File: config.mk
export PLATFORM = sky130hd
export DESIGN_NAME = op_sequencer
export DESIGN_NICKNAME = d
export VERILOG_FILES = /design/src/rtl/op_sequencer.sv
export SDC_FILE = /design/constraint.sdc
export NUM_CORES = 1
export LEC_CHECK = 0
export CORE_MARGIN = 3
export CORE_UTILIZATION = 56
export CTS_CLUSTER_DIAMETER = 100
export DETAILED_ROUTE_END_ITERATION = 16
export PLACE_DENSITY_LB_ADDON = 0.2
export SLEW_MARGIN = 30
export SYNTH_ARGS = -nofsm -noshare
export SYNTH_HDL_FRONTEND = slang
export SYNTH_SLANG_ARGS = --single-unit
File: constraint.sdc
create_clock -name clk -period 7.6 [get_ports clk]
set_input_delay 1.52 -clock clk [delete_from_list [all_inputs] [get_ports clk]]
set_output_delay 1.52 -clock clk [all_outputs]
set_load 0.02 [all_outputs]
File: src/rtl/op_sequencer.sv
// rtl/op_sequencer.sv - batch operand sequencer feeding an external compute unit
//
// Purpose: accepts a batch of operand pairs, drives them (registered) into a
// one-cycle-latency compute unit together with the batch opcode, and buffers
// the unit results in a credit-protected FIFO that feeds the result stream.
//
// Ports:
//   clk, reset            clock; synchronous active-high reset
//   start, len, op        batch start request; element count and opcode sampled with start
//   busy, done            high outside IDLE; one-cycle batch-complete pulse
//   a_valid/a_ready       operand-pair stream (a_data1, a_data2)
//   u_in1, u_in2, u_cmd   registered drive into the compute unit
//   u_out                 compute-unit result, valid one edge after u_* are presented
//   r_valid/r_ready       result stream (r_data = FIFO head)
module op_sequencer #(
  parameter int NUM_SIZE      = 32,
  parameter int CMD_SIZE_LOG2 = 2,
  parameter int DEPTH         = 4
) (
  input  logic                            clk,
  input  logic                            reset,
  input  logic                            start,
  input  logic [15:0]                     len,
  input  logic [2**CMD_SIZE_LOG2-1:0]     op,
  output logic                            busy,
  output logic                            done,
  input  logic                            a_valid,
  output logic                            a_ready,
  input  logic signed [NUM_SIZE-1:0]      a_data1,
  input  logic signed [NUM_SIZE-1:0]      a_data2,
  output logic signed [NUM_SIZE-1:0]      u_in1,
  output logic signed [NUM_SIZE-1:0]      u_in2,
  output logic [2**CMD_SIZE_LOG2-1:0]     u_cmd,
  input  logic signed [NUM_SIZE-1:0]      u_out,
  output logic                            r_valid,
  input  logic                            r_ready,
  output logic signed [NUM_SIZE-1:0]      r_data
);

  localparam int CW    = 2**CMD_SIZE_LOG2;
  localparam int PTR_W = $clog2(DEPTH);
  localparam int CNT_W = PTR_W + 1;
  localparam logic [CW-1:0]    OP_NOOP = '0;
  localparam logic [CNT_W:0]   DEPTH_W = (CNT_W + 1)'(DEPTH);

  typedef enum logic [1:0] {IDLE, ISSUE, DRAIN} state_t;

  state_t                     state_q, state_d;
  logic [CW-1:0]              op_q, op_d;
  logic [15:0]                len_q, len_d;
  logic [15:0]                accepted_q, accepted_d;
  logic [15:0]                popped_q, popped_d;
  logic                       done_q, done_d;
  logic                       v1_q, v1_d;
  logic                       v2_q, v2_d;
  logic signed [NUM_SIZE-1:0] u_in1_q, u_in1_d;
  logic signed [NUM_SIZE-1:0] u_in2_q, u_in2_d;
  logic [CW-1:0]              u_cmd_q, u_cmd_d;
  logic signed [NUM_SIZE-1:0] mem_q [DEPTH];
  logic signed [NUM_SIZE-1:0] mem_d [DEPTH];
  logic [PTR_W-1:0]           wr_ptr_q, wr_ptr_d;
  logic [PTR_W-1:0]           rd_ptr_q, rd_ptr_d;
  logic [CNT_W-1:0]           count_q, count_d;

  logic [CNT_W:0] occupancy;
  logic           a_ready_int;
  logic           accept;
  logic           push;
  logic           pop;

  // Results still in the unit pipeline hold a FIFO credit, so a full FIFO
  // plus in-flight work can never exceed DEPTH.
  always_comb begin
    occupancy   = {1'b0, count_q} + {{CNT_W{1'b0}}, v1_q} + {{CNT_W{1'b0}}, v2_q};
    a_ready_int = (state_q == ISSUE) && (accepted_q < len_q) && (occupancy < DEPTH_W);
    accept      = a_valid && a_ready_int;
    push        = v2_q;
    pop         = (count_q != '0) && r_ready;
  end

  always_comb begin
    state_d    = state_q;
    op_d       = op_q;
    len_d      = len_q;
    accepted_d = accepted_q;
    popped_d   = pop ? popped_q + 16'd1 : popped_q;
    done_d     = 1'b0;

    case (state_q)
      IDLE: begin
        if (start) begin
          if (len != 16'd0) begin
            op_d       = op;
            len_d      = len;
            accepted_d = 16'd0;
            popped_d   = 16'd0;
            state_d    = ISSUE;
          end else begin
            done_d = 1'b1;
          end
        end
      end
      ISSUE: begin
        if (accept) begin
          accepted_d = accepted_q + 16'd1;
          if (accepted_q == len_q - 16'd1) begin
            state_d = DRAIN;
          end
        end
      end
      DRAIN: begin
        if (pop && (popped_q == len_q - 16'd1)) begin
          state_d = IDLE;
          done_d  = 1'b1;
        end
      end
      default: state_d = IDLE;
    endcase
  end

  // Unit drive is zeroed with a NOOP on idle cycles so the unit never sees stale operands.
  always_comb begin
    v1_d    = accept;
    v2_d    = v1_q;
    u_in1_d = accept ? a_data1 : '0;
    u_in2_d = accept ? a_data2 : '0;
    u_cmd_d = accept ? op_q : OP_NOOP;
  end

  always_comb begin
    mem_d = mem_q;
    if (push) begin
      mem_d[wr_ptr_q] = u_out;
    end
    wr_ptr_d = push ? wr_ptr_q + PTR_W'(1) : wr_ptr_q;
    rd_ptr_d = pop ? rd_ptr_q + PTR_W'(1) : rd_ptr_q;
    count_d  = count_q;
    if (push && !pop) begin
      count_d = count_q + CNT_W'(1);
    end else if (pop && !push) begin
      count_d = count_q - CNT_W'(1);
    end
  end

  always_ff @(posedge clk) begin
    if (reset) begin
      state_q    <= IDLE;
      op_q       <= OP_NOOP;
      len_q      <= 16'd0;
      accepted_q <= 16'd0;
      popped_q   <= 16'd0;
      done_q     <= 1'b0;
      v1_q       <= 1'b0;
      v2_q       <= 1'b0;
      u_in1_q    <= '0;
      u_in2_q    <= '0;
      u_cmd_q    <= OP_NOOP;
      wr_ptr_q   <= '0;
      rd_ptr_q   <= '0;
      count_q    <= '0;
      for (int i = 0; i < DEPTH; i++) begin
        mem_q[i] <= '0;
      end
    end else begin
      state_q    <= state_d;
      op_q       <= op_d;
      len_q      <= len_d;
      accepted_q <= accepted_d;
      popped_q   <= popped_d;
      done_q     <= done_d;
      v1_q       <= v1_d;
      v2_q       <= v2_d;
      u_in1_q    <= u_in1_d;
      u_in2_q    <= u_in2_d;
      u_cmd_q    <= u_cmd_d;
      wr_ptr_q   <= wr_ptr_d;
      rd_ptr_q   <= rd_ptr_d;
      count_q    <= count_d;
      mem_q      <= mem_d;
    end
  end

  assign busy    = (state_q != IDLE);
  assign done    = done_q;
  assign a_ready = a_ready_int;
  assign u_in1   = u_in1_q;
  assign u_in2   = u_in2_q;
  assign u_cmd   = u_cmd_q;
  assign r_valid = (count_q != '0);
  assign r_data  = mem_q[rd_ptr_q];

endmodule

==> results of run 1 <==
==> cell families after synthesis <==
family,after synthesis,synth area share [%]
compound gates,192,9.742
xor+xnor,65,5.066
fa+ha+maj,26,2.961
buf+inv,106,4.008
flops,260,46.31
mux,61,9.018
simple gates,539,22.89
==> per-stage QoR <==
stage | hold slack [ns] | utilization [%]
floorplan | 0.4295 | -
global placement | 0.4385 | 69.16
detailed placement | 0.4440 | 69.17
CTS | 0.4518 | 73.83
global route | 0.4640 | 73.83
finish | 0.4515 | 73.83
==> critical path, cell delays in order, from the launching register on <==
cell and delay (ns):
dfxtp_1 0.64, inv_1 0.16, ha_1 0.25, a211o_1 0.29, o211ai_1 0.09, nand4b_1 0.15
o21a_1 0.21, nor2b_1 0.12, clkdlybuf4s50_1 0.62
==> layout make-up <==
cell class / instances / area, um^2
multi-input cells: 883 / 5593
flip-flops and latches: 260 / 5206
fillers: 1449 / 5126
repair buffers: 237 / 2337
clock buffers: 35 / 775.7
well taps: 265 / 331.6
clock inverters: 11 / 137.6
inverters: 22 / 82.58
==> power breakdown <==
part           switching [uW]  total [uW]  internal, uW
Clock                     527        1340           816
Sequential               47.3        1450          1400
Combinational             242         471           228
==> state kept, by name, indices dropped and copies added (netlist names), 3 cells and up <==
signal	flops
accepted_q	16
count_q	3
len_q	16
mem_q	128
op_q	4
popped_q	16
u_cmd	4
u_in1	32
u_in2	32
==> routing by layer <==
layer	vias to the layer above	part of all wire, %
li1	4584	-
met1	4435	41
met2	363	49
met3	60	7.4
met4	0	2.6
met5	-	0
==> Yosys cell counts (3+ instances only) <==
cell type  number  share of area (%)
and4_1          4               0.31
mux4_2         32                6.4
xor2_1         29                2.3
or3_1           7               0.39
nor3b_1         4               0.27
mux2i_1        27                2.4
nor2_1         70                2.3
nor4b_1         3               0.23
nor4_1         10               0.56
a21oi_1       142                6.3
nand2b_1        7               0.39
nand4_1        15               0.84
inv_1          22               0.73
clkbuf_1       65                2.2
o21ai_0         9               0.40
nor3_1         10               0.45
a31oi_1         3               0.17
and2_1         74                4.1
xnor2_1        36                2.8
a211oi_1        3               0.20
buf_6           4               0.40
ha_1           25                2.8
nand3_1        14               0.62
buf_1          11               0.37
o211ai_1        6               0.40
nand2_1       286                9.6
nor2b_1         5               0.28
dfxtp_1       260                 46
and3_1          7               0.39
==> final timing paths <==
path | end | slack, ns | depth (start not counted)
setup / recovery | a_ready | 3.02 | 8
hold / removal | mem_q[59] | 0.45 | 2
setup reg to reg | u_cmd[1] | 4.53 | 10
hold reg to reg | mem_q[59] | 0.45 | 2
==> results.py, run 1 <==
metrics = {
    "global_routing": {
        "gr-total-overflow": 0,
        "antenna_found_initial": 0,
        "grt_pass1_vias": 9530,
        "track_usage_pct": 26.60,
        "use_met2_pct": 46.75,
        "grt_max_degree": 87,
        "met3_usage_pct": 5.303,
        "use_met1_pct": 33.10,
        "busiest_layer": "met2",
        "grt_pass1_wl_um": 48060,
    },
    "timing": {
        "hold_viol": 0,
        "finalCritPeriodShare_pct": 60.25,
        "setup_ws_ns": 3.021,
        "relSlewSlack_pct": 41.44,
        "totalNegativeSetupSlack_ns": 0,
        "setup_viol": 0,
        "max_slew.worst_pin.slew_ns": 0.8784,
        "finClkSkew_ns": 0.02175,
        "final_max_slew_viol_count": 0,
        "fin_crit_ns": 4.579,
        "fmax_mhz": 218.4,
        "rsz0062_at_grt": "false",
    },
    "setup_path": {
        "cp_max_fo": 11,
        "path_class": "flip-flop to primary output",
        "cp_data_required_time_ns": 6.08,
        "start_kind": "flip-flop",
        "timing.critical_path.from": "len_q[4]",
        "endpoint_kind": "primary output",
        "reg2reg_from": "len_q[4]",
        "cp.arrival_ns": 3.06,
    },
    "min_path": {
        "hold_path.class": "flip-flop to flip-flop",
        "hold_path_startpoint": "mem_q[59]",
    },
    "run_status": {
        "status": "complete, no violations",
    },
    "placement": {
        "dp_hpwl_um": 20070,
        "place_inst": 1667,
        "placed_cell_area_um2": 13550,
        "place.gp.congestion": 0.9211,
        "io_buffers": 224,
        "place_ws_ns": 2.962,
    },
    "die": {
        "rows": 51,
        "dieArea_um2": 21800,
        "coreArea_um2": 19590,
        "initial_core_util_pct": 57.37,
        "fp.dieW_um": 147.7,
        "fp.dieH_um": 147.7,
        "io_pins": 225,
    },
    "cells_and_area": {
        "layout_common_cells": "nand2_1 (286), dfxtp_1 (259), clkdlybuf4s50_1 (223), a21oi_1 (142), and2_1 (74)",
        "fin_area_um2": 14460,
        "antennaDiodeCount": 0,
        "area_growth_pct": 28.70,
        "drive_above_1_share_pct": 7.735,
        "final_nets": 1578,
        "layout_commonest_cell": "nand2_1",
        "final_cell_count_no_fill": 1713,
    },
    "clock_tree": {
        "htree_levels": 1,
        "cts_hold_buf": 0,
        "clockBufferDepth": 3,
        "clkLatencyLatePin_ns": 0.53,
        "cts.clk_slew.worst_paths_ns": 0.06,
        "root_buffer": "clkbuf_16",
        "numCtsBuffers": 27,
        "post-cts-setup-buffers": 0,
        "clock_sinks": 260,
        "cts.repair.resized": 0,
        "cts_tree": "yes",
    },
    "pwr": {
        "ir_drop_mv": 0.1918,
        "p_total_uw": 3261,
        "p_leak_uw": 0.005248,
        "powerDensity_nw_per_um2": 225.5,
    },
    "routing": {
        "drt_iter0_drc": 684,
        "ant_nets": 0,
        "vias_per_cell": 5.512,
        "drc": 0,
        "drt_pre_antenna_iters": 6,
        "routed_wl_um": 29570,
        "routedWlPerCell_um": 17.26,
        "vias": 9442,
    },
    "synthesis": {
        "synth_nets": 1396,
        "ys_ff_latch": 260,
        "synth_edf_count": 0,
        "ys_types": 78,
        "syn_area_um2": 11240,
        "avgSynthCellArea_um2": 8.998,
        "async_flop_share_pct": 0,
        "yosysSeqAreaShare_pct": 46.31,
        "syn_inst": 1249,
        "ys_warn_count": 0,
        "synth_ff_type": "dfxtp_1",
    },
    "flow_run": {
        "cap_violations": 0,
    },
}
(Power assumes the default switching activity.)
==> run 2: changes to the inputs <==
--- a/config.mk
+++ b/config.mk
@@ -6,7 +6,7 @@
 export NUM_CORES = 1
 export LEC_CHECK = 0
 export CORE_MARGIN = 3
-export CORE_UTILIZATION = 56
+export CORE_UTILIZATION = 52
 export CTS_CLUSTER_DIAMETER = 100
 export DETAILED_ROUTE_END_ITERATION = 16
 export PLACE_DENSITY_LB_ADDON = 0.2
==> constraint.sdc (replaced) <==
create_clock -name clk -period 4.4 [get_ports clk]
set_input_delay 0.88 -clock clk [delete_from_list [all_inputs] [get_ports clk]]
set_output_delay 0.88 -clock clk [all_outputs]
set_load 0.02 [all_outputs]
==> run 2 against run 1 <==
Net effect: register-to-register slack got worse by 3.2 ns; die area rose by 7.4%; sequential share of layout area down 0.084 points; design area grew 0.23%; core utilization shrank 5.3 points; largest cell class unchanged; count of clock-buffer cells in the layout is 7 higher; clock power increased by 66%; hold slack got worse by 0.00059 ns; via count down 0.96%; flip-flop and latch count unchanged; first-iteration DRC count is 17% lower; cell count rose by 1.2%.
==> results.py, run 2 (synthesis gave the netlist of run 1 again) <==
metrics = {
    "run_status": {
        "status": "complete, no violations",
    },
    "timing": {
        "fmax_mhz": 256.8,
        "finalCritPeriodShare_pct": 88.49,
        "hold_viol": 0,
        "finClkSkew_ns": 0.008406,
        "max_slew.worst_pin.slew_ns": 0.8669,
        "fin_crit_ns": 3.894,
        "final_max_slew_viol_count": 0,
        "holdWs_ns": 0.4509,
        "totalNegativeSetupSlack_ns": 0,
        "rsz0062_at_grt": "false",
        "relSlewSlack_pct": 42.21,
        "setup_viol": 0,
    },
    "setup_path": {
        "reg2reg_from": "len_q[5]",
        "path_delay_family": "buffers and inverters",
        "cp_max_fo": 8,
        "reg2reg_depth": 10,
        "slowest_delay_ns": 0.61,
        "crit_slowest_cell": "clkdlybuf4s50_1",
        "rrSetupSlack_ns": 1.33,
        "endpoint_kind": "primary output",
        "cp_data_required_time_ns": 3.52,
        "cp.arrival_ns": 3.01,
        "worstReg2RegEnd": "u_in1[30]",
        "start_kind": "flip-flop",
        "path_class": "flip-flop to primary output",
        "critPathBufInv": 2,
        "path_cells": "inv_1 > ha_1 > a211o_1 > o211ai_1 > nand4b_1 > o21a_1 > nor2b_1 > clkdlybuf4s50_1",
    },
    "global_routing": {
        "antenna_found_initial": 0,
        "grt_max_degree": 78,
        "use_met2_pct": 41.81,
        "gr-total-overflow": 0,
        "use_met1_pct": 29.84,
        "grt_pass1_wl_um": 46620,
        "busiest_layer": "met2",
        "track_usage_pct": 23.80,
        "grt_pass1_vias": 9179,
        "met3_usage_pct": 4.615,
    },
    "clock_tree": {
        "cts.clk_slew.worst_paths_ns": 0.06,
        "numCtsBuffers": 28,
        "cts.repair.resized": 0,
        "clkLatencyLatePin_ns": 0.53,
        "root_buffer": "clkbuf_16",
        "post-cts-setup-buffers": 0,
        "cts_tree": "yes",
        "cts_hold_buf": 0,
        "clock_sinks": 260,
        "clockBufferDepth": 3,
        "htree_levels": 1,
    },
    "cells_and_area": {
        "largest_register_ffs": 128,
        "layout_commonest_cell": "nand2_1",
        "fill_cells": 1693,
        "layout_common_cells": "nand2_1 (286), dfxtp_1 (259), clkdlybuf4s50_1 (223), a21oi_1 (142), and2_1 (74)",
        "drive_above_1_share_pct": 7.687,
        "final_util_pct": 68.53,
        "largest_register": "mem_q",
        "multi_input_area_um2": 5590,
        "final-seq-area_um2": 5206,
        "area_growth_pct": 29.00,
        "fin_area_um2": 14500,
        "final_cell_count_no_fill": 1733,
        "final_nets": 1585,
    },
    "placement": {
        "place.gp.congestion": 0.9496,
        "io_buffers": 224,
        "dp_hpwl_um": 19320,
        "place_inst": 1683,
        "placed_cell_area_um2": 13620,
    },
    "routing": {
        "vias": 9351,
        "drt_pre_antenna_iters": 5,
        "ant_nets": 0,
        "drt_iter0_drc": 568,
        "vias_per_cell": 5.396,
        "routedWlPerCell_um": 16.63,
        "routed_wl_um": 28830,
        "drc": 0,
    },
    "pwr": {
        "powerDensity_nw_per_um2": 382.8,
        "ir_drop_mv": 0.2812,
        "p_leak_uw": 0.005250,
    },
    "min_path": {
        "hold_end": "mem_q[55]",
        "min_path_cells": 2,
        "hold_path.class": "flip-flop to flip-flop",
        "hold_path_startpoint": "mem_q[55]",
    },
    "die": {
        "dieArea_um2": 23410,
        "initial_core_util_pct": 53.13,
        "fp.dieH_um": 153.0,
        "io_pins": 225,
        "rows": 53,
        "coreArea_um2": 21150,
        "fp.dieW_um": 153.0,
    },
    "flow_run": {
        "cap_violations": 0,
    },
}
## run 2: cell count changes in the layout (fill, tap and decap cells not counted), moves of 2 or more
cell / before / now
inv_6: 2 / 0
buf_4: 14 / 19
bufinv_16: 3 / 1
clkbuf_1: 1 / 9
clkbuf_8: 7 / 5
clkinv_2: 6 / 4
## run 2: worst max path at each step
stage	startpoint	to	slack, ns	cells after the start
after global placement	len[2]	accepted_q[13]	0.99	9
after floorplan	len_q[14]	a_ready	1.68	7
after global routing	len_q[5]	a_ready	0.27	8
after detailed placement	len[2]	accepted_q[13]	1.01	9
after CTS	len_q[5]	a_ready	0.47	8
final	len_q[5]	a_ready	0.51	8
## run 2: layer usage
layer,vias to the layer above,part of all wire (%)
met1,4400,41
met2,298,50
li1,4597,-
met3,56,6.8
met5,-,0
met4,0,2.5
## run 2: tightest hold or removal path, cell delays in order, from the launching register on
cell and delay (ns):
dfxtp_1 0.30, nand2_1 0.05, a21oi_1 0.05
## run 2: area by class of cell
type | instances | area share [%]
Clock buffer | 42 | 5.541
Timing Repair Buffer | 243 | 16.52
Inverter | 22 | 0.5696
Multi-Input combinational cell | 883 | 38.56
Clock inverter | 7 | 0.5092
Antenna cell | 1 | 0.01726
Sequential cell | 260 | 35.91
Tap cell | 275 | 2.373
## run 2: stage by stage
stage / power, uW / setup slack (ns)
floorplan: 3041 / 1.677
global placement: 3360 / 0.9893
detailed placement: 3372 / 1.010
CTS: 5604 / 0.4715
global route: 5772 / 0.2703
finish: 5550 / 0.5064
## run 2: report_power, final
part | total, uW | internal, uW | switching, uW
Clock | 2230 | 1310 | 913
Sequential | 2510 | 2420 | 88.7
Combinational | 817 | 404 | 413
Total | 5550 | 4130 | 1420
